===== src/rtl/sdram_arb_pkg.sv =====
// sdram_arb_pkg: shared state type, bus widths and parameter defaults for the SDRAM port arbiter
package sdram_arb_pkg;
   typedef enum logic [1:0] {IDLE, ISSUE, WAIT, DONE} state_t;
   localparam int AW = 26;
   localparam int DW = 64;
   localparam int NPORTS_DEF = 4;
   localparam int RFSH_DEF = 480;
   localparam int TIMEOUT_DEF = 255;
endpackage


===== src/rtl/sdram_port_arbiter_if.sv =====
// sdram_port_arbiter_if: requester ports plus SDRAM burst channel; master is the arbiter side
interface sdram_port_arbiter_if import sdram_arb_pkg::*; #(parameter int NPORTS = NPORTS_DEF);
   logic [NPORTS-1:0] p_req, p_ack;
   logic [NPORTS-1:0][AW-1:0] p_addr;
   logic [DW-1:0] p_dout, sd_dout;
   logic [AW-1:0] sd_addr;
   logic sd_req, sd_ready, do_refresh, timeout_err;
   modport master (input p_req, p_addr, sd_ready, sd_dout,
                   output p_ack, p_dout, sd_req, sd_addr, do_refresh, timeout_err);
   modport slave (output p_req, p_addr, sd_ready, sd_dout,
                  input p_ack, p_dout, sd_req, sd_addr, do_refresh, timeout_err);
endinterface


===== src/rtl/sdram_port_arbiter_rr_pick.sv =====
// rr_pick: combinational round-robin picker, search starts one past last_grant
module rr_pick #(
   parameter int NPORTS = 4,
   parameter int LW = 2
) (
   input  logic [NPORTS-1:0] req,
   input  logic [LW-1:0]     last_grant,
   output logic              valid,
   output logic [LW-1:0]     index
);
   logic [LW-1:0] c;
   assign valid = |req;
   // scanning from farthest to nearest lets the nearest requester overwrite
   always_comb begin
      index = last_grant;
      c = last_grant;
      for (int i = NPORTS; i >= 1; i--) begin
         c = LW'((int'(last_grant) + i) % NPORTS);
         if (req[c]) index = c;
      end
   end
endmodule


===== src/rtl/sdram_port_arbiter.sv =====
// sdram_port_arbiter: shares one SDRAM burst channel among NPORTS requesters,
// with request timeout and idle-time refresh hints
module sdram_port_arbiter import sdram_arb_pkg::*; #(
   parameter int NPORTS        = NPORTS_DEF,
   parameter int RFSH_INTERVAL = RFSH_DEF,
   parameter int TIMEOUT       = TIMEOUT_DEF
) (
   input logic clk,
   input logic reset,
   sdram_port_arbiter_if.master bus
);
   localparam int LW = NPORTS > 1 ? $clog2(NPORTS) : 1;
   localparam int TW = $clog2(TIMEOUT + 2);
   state_t state, state_n;
   logic [LW-1:0] g, g_n, last, last_n, pick;
   logic pick_valid;
   logic [TW-1:0] tcnt, tcnt_n;
   logic [9:0] rcnt, rcnt_n;
   logic [NPORTS-1:0] ack_n;
   logic [DW-1:0] dout_n;
   logic [AW-1:0] addr_n;
   logic sd_req_n, rfsh_n, terr_n;

   rr_pick #(.NPORTS(NPORTS), .LW(LW)) u_pick (
      .req(bus.p_req), .last_grant(last), .valid(pick_valid), .index(pick)
   );

   always_comb begin
      state_n = state;
      g_n = g;
      last_n = last;
      tcnt_n = tcnt;
      rcnt_n = rcnt + 10'(rcnt != '1);
      ack_n = '0;
      dout_n = bus.p_dout;
      addr_n = bus.sd_addr;
      sd_req_n = 1'b0;
      rfsh_n = 1'b0;
      terr_n = bus.timeout_err;
      case (state)
         IDLE: if (pick_valid) begin
            g_n = pick;
            last_n = pick;
            addr_n = bus.p_addr[pick];
            sd_req_n = 1'b1;
            tcnt_n = '0;
            state_n = ISSUE;
         end else if (rcnt >= 10'(RFSH_INTERVAL)) begin
            rfsh_n = 1'b1;
            rcnt_n = '0;
         end
         ISSUE, WAIT: begin
            state_n = WAIT;
            if (bus.sd_ready) begin
               dout_n = bus.sd_dout;
               ack_n[g] = 1'b1;
               state_n = DONE;
            end else if (tcnt == TW'(TIMEOUT)) begin
               dout_n = '0;
               ack_n[g] = 1'b1;
               terr_n = 1'b1;
               state_n = DONE;
            end else tcnt_n = tcnt + TW'(1);
         end
         // DONE never grants, so the acked port gets one cycle to drop p_req
         default: state_n = IDLE;
      endcase
   end

   always_ff @(posedge clk) begin
      if (reset) begin
         state <= IDLE;
         g <= '0;
         last <= LW'(NPORTS - 1);
         tcnt <= '0;
         rcnt <= '0;
         bus.p_ack <= '0;
         bus.p_dout <= '0;
         bus.sd_req <= 1'b0;
         bus.sd_addr <= '0;
         bus.do_refresh <= 1'b0;
         bus.timeout_err <= 1'b0;
      end else begin
         state <= state_n;
         g <= g_n;
         last <= last_n;
         tcnt <= tcnt_n;
         rcnt <= rcnt_n;
         bus.p_ack <= ack_n;
         bus.p_dout <= dout_n;
         bus.sd_req <= sd_req_n;
         bus.sd_addr <= addr_n;
         bus.do_refresh <= rfsh_n;
         bus.timeout_err <= terr_n;
      end
   end
endmodule


===== src/flat_wrapper.sv =====
// flat-port wrapper written by rule: the top's interface ports become plain ports
module sdram_port_arbiter_flat import sdram_arb_pkg::*;
#(
   parameter int NPORTS        = NPORTS_DEF,
   parameter int RFSH_INTERVAL = RFSH_DEF,
   parameter int TIMEOUT       = TIMEOUT_DEF
)
  (clk, reset, bus_p_req, bus_p_addr, bus_sd_ready, bus_sd_dout, bus_p_ack, bus_p_dout, bus_sd_req, bus_sd_addr, bus_do_refresh, bus_timeout_err);
  sdram_port_arbiter_if #(.NPORTS(NPORTS)) bus_i ();
  input logic clk;
  input logic reset;
  input wire logic [$bits(bus_i.p_req)-1:0] bus_p_req;
  input wire logic [$bits(bus_i.p_addr)-1:0] bus_p_addr;
  input wire logic [$bits(bus_i.sd_ready)-1:0] bus_sd_ready;
  input wire logic [$bits(bus_i.sd_dout)-1:0] bus_sd_dout;
  output wire logic [$bits(bus_i.p_ack)-1:0] bus_p_ack;
  output wire logic [$bits(bus_i.p_dout)-1:0] bus_p_dout;
  output wire logic [$bits(bus_i.sd_req)-1:0] bus_sd_req;
  output wire logic [$bits(bus_i.sd_addr)-1:0] bus_sd_addr;
  output wire logic [$bits(bus_i.do_refresh)-1:0] bus_do_refresh;
  output wire logic [$bits(bus_i.timeout_err)-1:0] bus_timeout_err;
  assign bus_i.p_req = bus_p_req;
  assign bus_i.p_addr = bus_p_addr;
  assign bus_i.sd_ready = bus_sd_ready;
  assign bus_i.sd_dout = bus_sd_dout;
  assign bus_p_ack = bus_i.p_ack;
  assign bus_p_dout = bus_i.p_dout;
  assign bus_sd_req = bus_i.sd_req;
  assign bus_sd_addr = bus_i.sd_addr;
  assign bus_do_refresh = bus_i.do_refresh;
  assign bus_timeout_err = bus_i.timeout_err;
  sdram_port_arbiter #(.NPORTS(NPORTS), .RFSH_INTERVAL(RFSH_INTERVAL), .TIMEOUT(TIMEOUT)) u_core (.clk(clk), .reset(reset), .bus(bus_i));
endmodule

===== config.mk =====
export PLATFORM = sky130hd
export DESIGN_NAME = sdram_port_arbiter_flat
export DESIGN_NICKNAME = d
export VERILOG_FILES = /design/src/rtl/sdram_arb_pkg.sv /design/src/rtl/sdram_port_arbiter_if.sv /design/src/rtl/sdram_port_arbiter_rr_pick.sv /design/src/rtl/sdram_port_arbiter.sv /design/src/flat_wrapper.sv
export SDC_FILE = /design/constraint.sdc
export NUM_CORES = 1
export LEC_CHECK = 0
export ABC_AREA = 1
export CAP_MARGIN = 20
export CORE_ASPECT_RATIO = 0.9
export CORE_UTILIZATION = 38
export CTS_BUF_LIST = sky130_fd_sc_hd__clkbuf_4
export DETAILED_ROUTE_END_ITERATION = 16
export GPL_TIMING_DRIVEN = 0
export PLACE_DENSITY = 0.73
export SLEW_MARGIN = 20
export SYNTH_ARGS = -nofsm -noshare
export SYNTH_HDL_FRONTEND = slang
export SYNTH_SLANG_ARGS = --single-unit

===== constraint.sdc =====
create_clock -name clk -period 2.3 [get_ports clk]
set_input_delay 0.46 -clock clk [delete_from_list [all_inputs] [get_ports clk]]
set_output_delay 0.46 -clock clk [all_outputs]
set_load 0.05 [all_outputs]

Yosys cells after proc, flatten, opt, wreduce, memory -nomap -nowiden
Cells that the tools add are included.

Bits in registers: 122. Input bits: 175. Output and inout port bits: 97. Word-level logic and storage cells: 81.

$add $sub $neg: 6. Order comparisons: 8. Eq/ne operators: 7. Muxes and demuxes: 33. Bitwise logic cells: 3. Reduce and logical (&&, ||, !) cells: 13.

Operator list (number): $mux 64 (2); $bmux 26 s2 (1); $mux 10 (3); $mux 9 (3); $mux 26 (1); $lt 2x3->1 const B (6); $pmux 9 s2 (1); $mux 2 (6); $add 10x1->10 (1); $ge 10x9->1 const B (1); $ne 10x10->1 const B (1); $add 9x1->9 const B (1); $eq 9x8->1 const B (1); $bmux 1 s2 (4); $mux 1 (8); $mux 4 (2); $reduce_or 2->1 (3); $reduce_or 6->1 (1); $add 2x1->2 const B (2); $add 2x2->2 const B (2); $ne 2x2->1 const B (2); $pmux 2 s2 (1); $reduce_and 2->1 (2); $reduce_and 4->1 (1); 11 further kinds (14).

Logic depth before layout (Yosys ltp)
Depth in word-level cells: 9. Mapped depth: 15. Gate-level depth less buffers: 14.

Hierarchy
From an unflattened synthesis, not the netlist that was laid out.

Cells, all modules: 779. Area, all modules: 5471.5 um2.

By module, submodules not included: sdram_port_arbiter (instances 1, cells each 736, area each 5267.6 um2, sequential area each 2442.3 um2); rr_pick (instances 1, cells each 43, area each 203.9 um2, sequential area each 0.0 um2).

Worst setup path before layout
Ideal clock, no wire load.

Kind: flip-flop to flip-flop. From: register u_core.rcnt[5]. To: register u_core.rcnt[8]. Library setup time: 127 ps. Arrival time: 1778 ps. Data required time: 2173 ps. Path slack: 395 ps. Stages on the path, launching flop included: 10. Path buffers: 0. Period minus slack after synthesis: 1905 ps. Path through: dfxtp_1 -> nand2_1 -> or4_1 -> ha_1 -> ha_1 -> nand3_1 -> nor3_1 -> xor2_1 -> inv_1 -> nor2_1.

Word-level cells in the longest chain between the ends: 5. Elaborated cells between the ends (all ways): 6. Those cells by class: add/sub (1); order compare (1); eq/ne (1); mux (3).

Ends and longest elaborated chain: start, declared (RTL line sdram_port_arbiter.sv:18) `logic [9:0] rcnt, rcnt_n;`; start signal, assigned (RTL line sdram_port_arbiter.sv:88) `rcnt <= rcnt_n;`; $ne 10x10->1 (RTL line sdram_port_arbiter.sv:33) `rcnt_n = rcnt + 10'(rcnt != '1);`; $add 10x1->10 (RTL line sdram_port_arbiter.sv:33); $mux 10 (RTL line sdram_port_arbiter.sv:48) `end else if (rcnt >= 10'(RFSH_INTERVAL)) begin`; $mux 10 (RTL line sdram_port_arbiter.sv:41) `IDLE: if (pick_valid) begin`; $mux 10 (*) (RTL line sdram_port_arbiter.sv:40) `case (state)`.

Mark *: on every way between the ends. The rest lies on a longest branch, timed or not. A chain may end at the register's enable or synchronous reset.

Final worst setup path
From: register u_core.bus.p_dout[3]. To: output port bus_p_dout[3].

RTL lines: start, declared (RTL line sdram_port_arbiter_if.sv:9) `output p_ack, p_dout, sd_req, sd_addr, do_refresh, timeout_err);`; start signal, assigned (RTL line sdram_port_arbiter.sv:90) `bus.p_dout <= dout_n;`; end, declared (RTL line flat_wrapper.sv:17) `output wire logic [$bits(bus_i.p_dout)-1:0] bus_p_dout;`.

No word-level cell between the ends.

==> summary.json <==
{
  "synthesis.area_per_instance_sq_um": 7.52,
  "detailed_routed_wire_length_on_met2_mm": 9.60,
  "critical_path.max_stage_delay_ns": 0.86,
  "critical_path.cell_chain": "clkdlybuf4s50_1",
  "cap_violations": 0,
  "route.detailed.drc": 0,
  "drive_above_1_share": 0.0973,
  "synthesis.instances": 788,
  "grt_pass1_wl_mm": 31.5,
  "standard_cell_core_area_sq_um": 15000,
  "initial_utilization": 0.396,
  "final_critical_path_setup_slack_ns": 0.0861,
  "route.detailed.vias_per_inst": 5.21,
  "tns_ns": 0,
  "grt_antenna_before_repair": 1,
  "power_mw": 11.9,
  "power_density_nw_per_um2": 1290,
  "layout.nets": 1257,
  "path_clk_slew_ns": 0.11,
  "slew_viol_final": 0,
  "synth.cells.most_frequent": "nand3_1 (282), dfxtp_1 (122), nand2_1 (107), a21oi_1 (72), nor2_1 (29)",
  "routed.top_layer": "met4",
  "worst_path_max_delay_cell": "clkdlybuf4s50_1",
  "place_ws_ns": -0.407,
  "p_leak_nw": 3.61,
  "critPathBufInv": 1,
  "fillerInstances": 1392,
  "die_area_sq_um": 16100,
  "cts_sinks": 122,
  "yosys.area.top_type": "dfxtp_1",
  "worst-path-max-fanout": 2,
  "rows": 42,
  "met1_length_mm": 9.00,
  "drt-initial-drc-count": 541,
  "cp_data_arrival_time_ns": 1.75,
  "drt.antenna.violating_nets": 0,
  "synth_ff_type": "dfxtp_1",
  "timing.final.crit_share": 0.963,
  "worst_skew_pair_latency_ns": 0.52,
  "areaGrowthSynthToFinish_pct": 55.4,
  "leading_cell_types_by_total_area_after_synthesis": "dfxtp_1 (41%), nand3_1 (24%), nand2_1 (6.8%), a21oi_1 (6.1%), nand2_4 (4.2%)",
  "final_wtd_congestion": 0.907,
  "ctsHtreeMaxLevel": 4,
  "die_x_um": 134,
  "cell_at_the_root_of_the_clock_tree": "clkbuf_4",
  "fmaxAchievable_ghz": 0.452,
  "setup_viol_count_final": 0,
  "drt_pass1_iterations": 5,
  "worstSetupStartpointType": "flop",
  "postSynthNetCount": 969,
  "clock_tree_from_tritoncts": "done",
  "ctsLongestPathBuffers": 2,
  "status": "finished, final reports clean",
  "endpoint_kind": "output pin",
  "hold_viol_final": 0,
  "mappedNetlistArea_sq_um": 5930,
  "dr_total_vias": 6710,
  "min_path_type": "reg2reg",
  "fin_hold_ws_ns": 0.455,
  "synthMostInstantiatedCell": "nand3_1",
  "transition_time_of_the_tightest_slew_check_pin_ns": 0.563,
  "critPathKind": "reg2out",
  "peak_supply_drop_uv": 699,
  "fin_crit_ns": 2.21,
  "finClkSkew_ns": 0.0192,
  "die_height_um": 120,
  "vias_in_the_first_global_route": 5944,
  "slew_headroom": 0.623,
  "ys_async_sr_fraction": 0,
  "sequential_cell_area_sq_um": 2440,
  "post_synth_edffs": 0,
  "ys_seq_elements": 122,
  "wl_met3_mm": 1.20,
  "routed_wl_mm": 20.4,
  "globalRouteTotalUtil": 0.249,
  "routed_wire_length_per_instance_um": 15.8,
  "grt_max_degree": 17,
  "yosys_warnings": 0,
  "synth.yosys.seq_area_share": 0.412,
  "grt-ovfl-total": 0,
  "place.detailed.hpwl_mm": 15.6,
  "worst_path_dominant_cell_family": "buffers and inverters",
  "io-pin-count": 272,
  "numCtsBuffers": 17,
  "port_buffers": 270,
  "synth_largest_type_area_fraction": 0.412,
  "stdcell_count": 1288,
  "worst_ep_required_ns": 1.84,
  "multi_input_area_sq_um": 3060,
  "placed_cells": 1256,
  "post_synth_num_cell_types": 36
}
[what timing repair did]
item / in CTS / in global routing
buffers inserted: 0 / 0
gates resized for setup: 0 / 4
endpoints found under the setup margin: 0 / 62
hold buffers: 0 / 0
[sequential cells by signal (all words and copies together) (netlist names)]
signal / cells
u_core.tcnt: 9
u_core.bus.p_ack: 4
u_core.bus.do_refresh: 1
u_core.bus.p_dout: 64
u_core.bus.sd_req: 1
u_core.bus.sd_addr: 26
u_core.last: 2
u_core.g: 2
u_core.state: 2
u_core.rcnt: 10
u_core.bus.timeout_err: 1
[logic make-up (layout without fill, tap and decap cells)]
logic type | after synthesis | count (layout) | share of synthesized area
xor+xnor | 7 | 7 | 0.0103
flops | 122 | 122 | 0.412
compound gates | 86 | 86 | 0.0772
fa+ha+maj | 6 | 6 | 0.0127
other cells | 0 | 1 | 0
simple gates | 473 | 473 | 0.414
buf+inv | 94 | 395 | 0.0734
[per-layer routing]
metal / vias to the layer above / GRT usage
met1: 3141 / 0.334
met3: 39 / 0.0570
met5: - / 0
met4: 0 / 0.0859
li1: 3303 / -
met2: 227 / 0.390
[layout make-up]
| class | count | area share |
|---|---|---|
| inverter | 30 | 0.0122 |
| tap | 198 | 0.0269 |
| buffer | 63 | 0.0348 |
| antenna | 1 | 0.000272 |
| clock buffer | 17 | 0.0139 |
| sequential | 122 | 0.265 |
| timing repair buffer | 270 | 0.293 |
| multi-input combinational | 572 | 0.332 |
| clock inverter | 15 | 0.0215 |
[placed cells by master (no fill, tap or decap), drive strengths merged]
master / netlist / routed
nand3: 294 / 294
clkdlybuf4s50: 0 / 270
nand2: 134 / 134
dfxtp: 122 / 122
a21oi: 72 / 72
clkbuf: 26 / 42
buf: 38 / 38
inv: 30 / 33
nor2: 29 / 29
ha: 6 / 6
nor4: 6 / 6
o21ai: 6 / 6
nor3: 5 / 5
xor2: 4 / 4
bufinv: 0 / 4
clkinvlp: 0 / 4
clkinv: 0 / 4
xnor2: 3 / 3
a31oi: 2 / 2
nor3b: 2 / 2
o22ai: 2 / 2
a22oi: 2 / 2
diode: 0 / 1
nand4: 1 / 1
or4: 1 / 1
o211a: 1 / 1
nor4b: 1 / 1
o221ai: 1 / 1
[per-stage QoR]
stage / cell area, sq um / utilization
floorplan: 5930 / -
global placement: 8880 / 0.593
detailed placement: 8880 / 0.593
CTS: 9200 / 0.615
global route: 9210 / 0.615
finish: 9210 / 0.615
[final timing paths]
path                               start                      to  slack (ns)  cells past startpoint
setup / recovery    u_core.bus.p_dout[3]           bus_p_dout[3]        0.09                      1
hold / removal    u_core.bus.sd_addr[25]  u_core.bus.sd_addr[25]        0.45                      2
setup reg to reg         u_core.state[0]   u_core.bus.p_dout[27]        0.22                      7
hold reg to reg   u_core.bus.sd_addr[25]  u_core.bus.sd_addr[25]        0.45                      2
[report_power, final]
part	switching [mW]	internal (mW)	leakage, nW	total, mW
Clock	0.868	0.864	0.160	1.73
Combinational	4.77	2.51	2.45	7.28
Sequential	0.260	2.62	0.997	2.88
Total	5.90	5.99	3.61	11.9
Power figures use the tool's default switching activity.
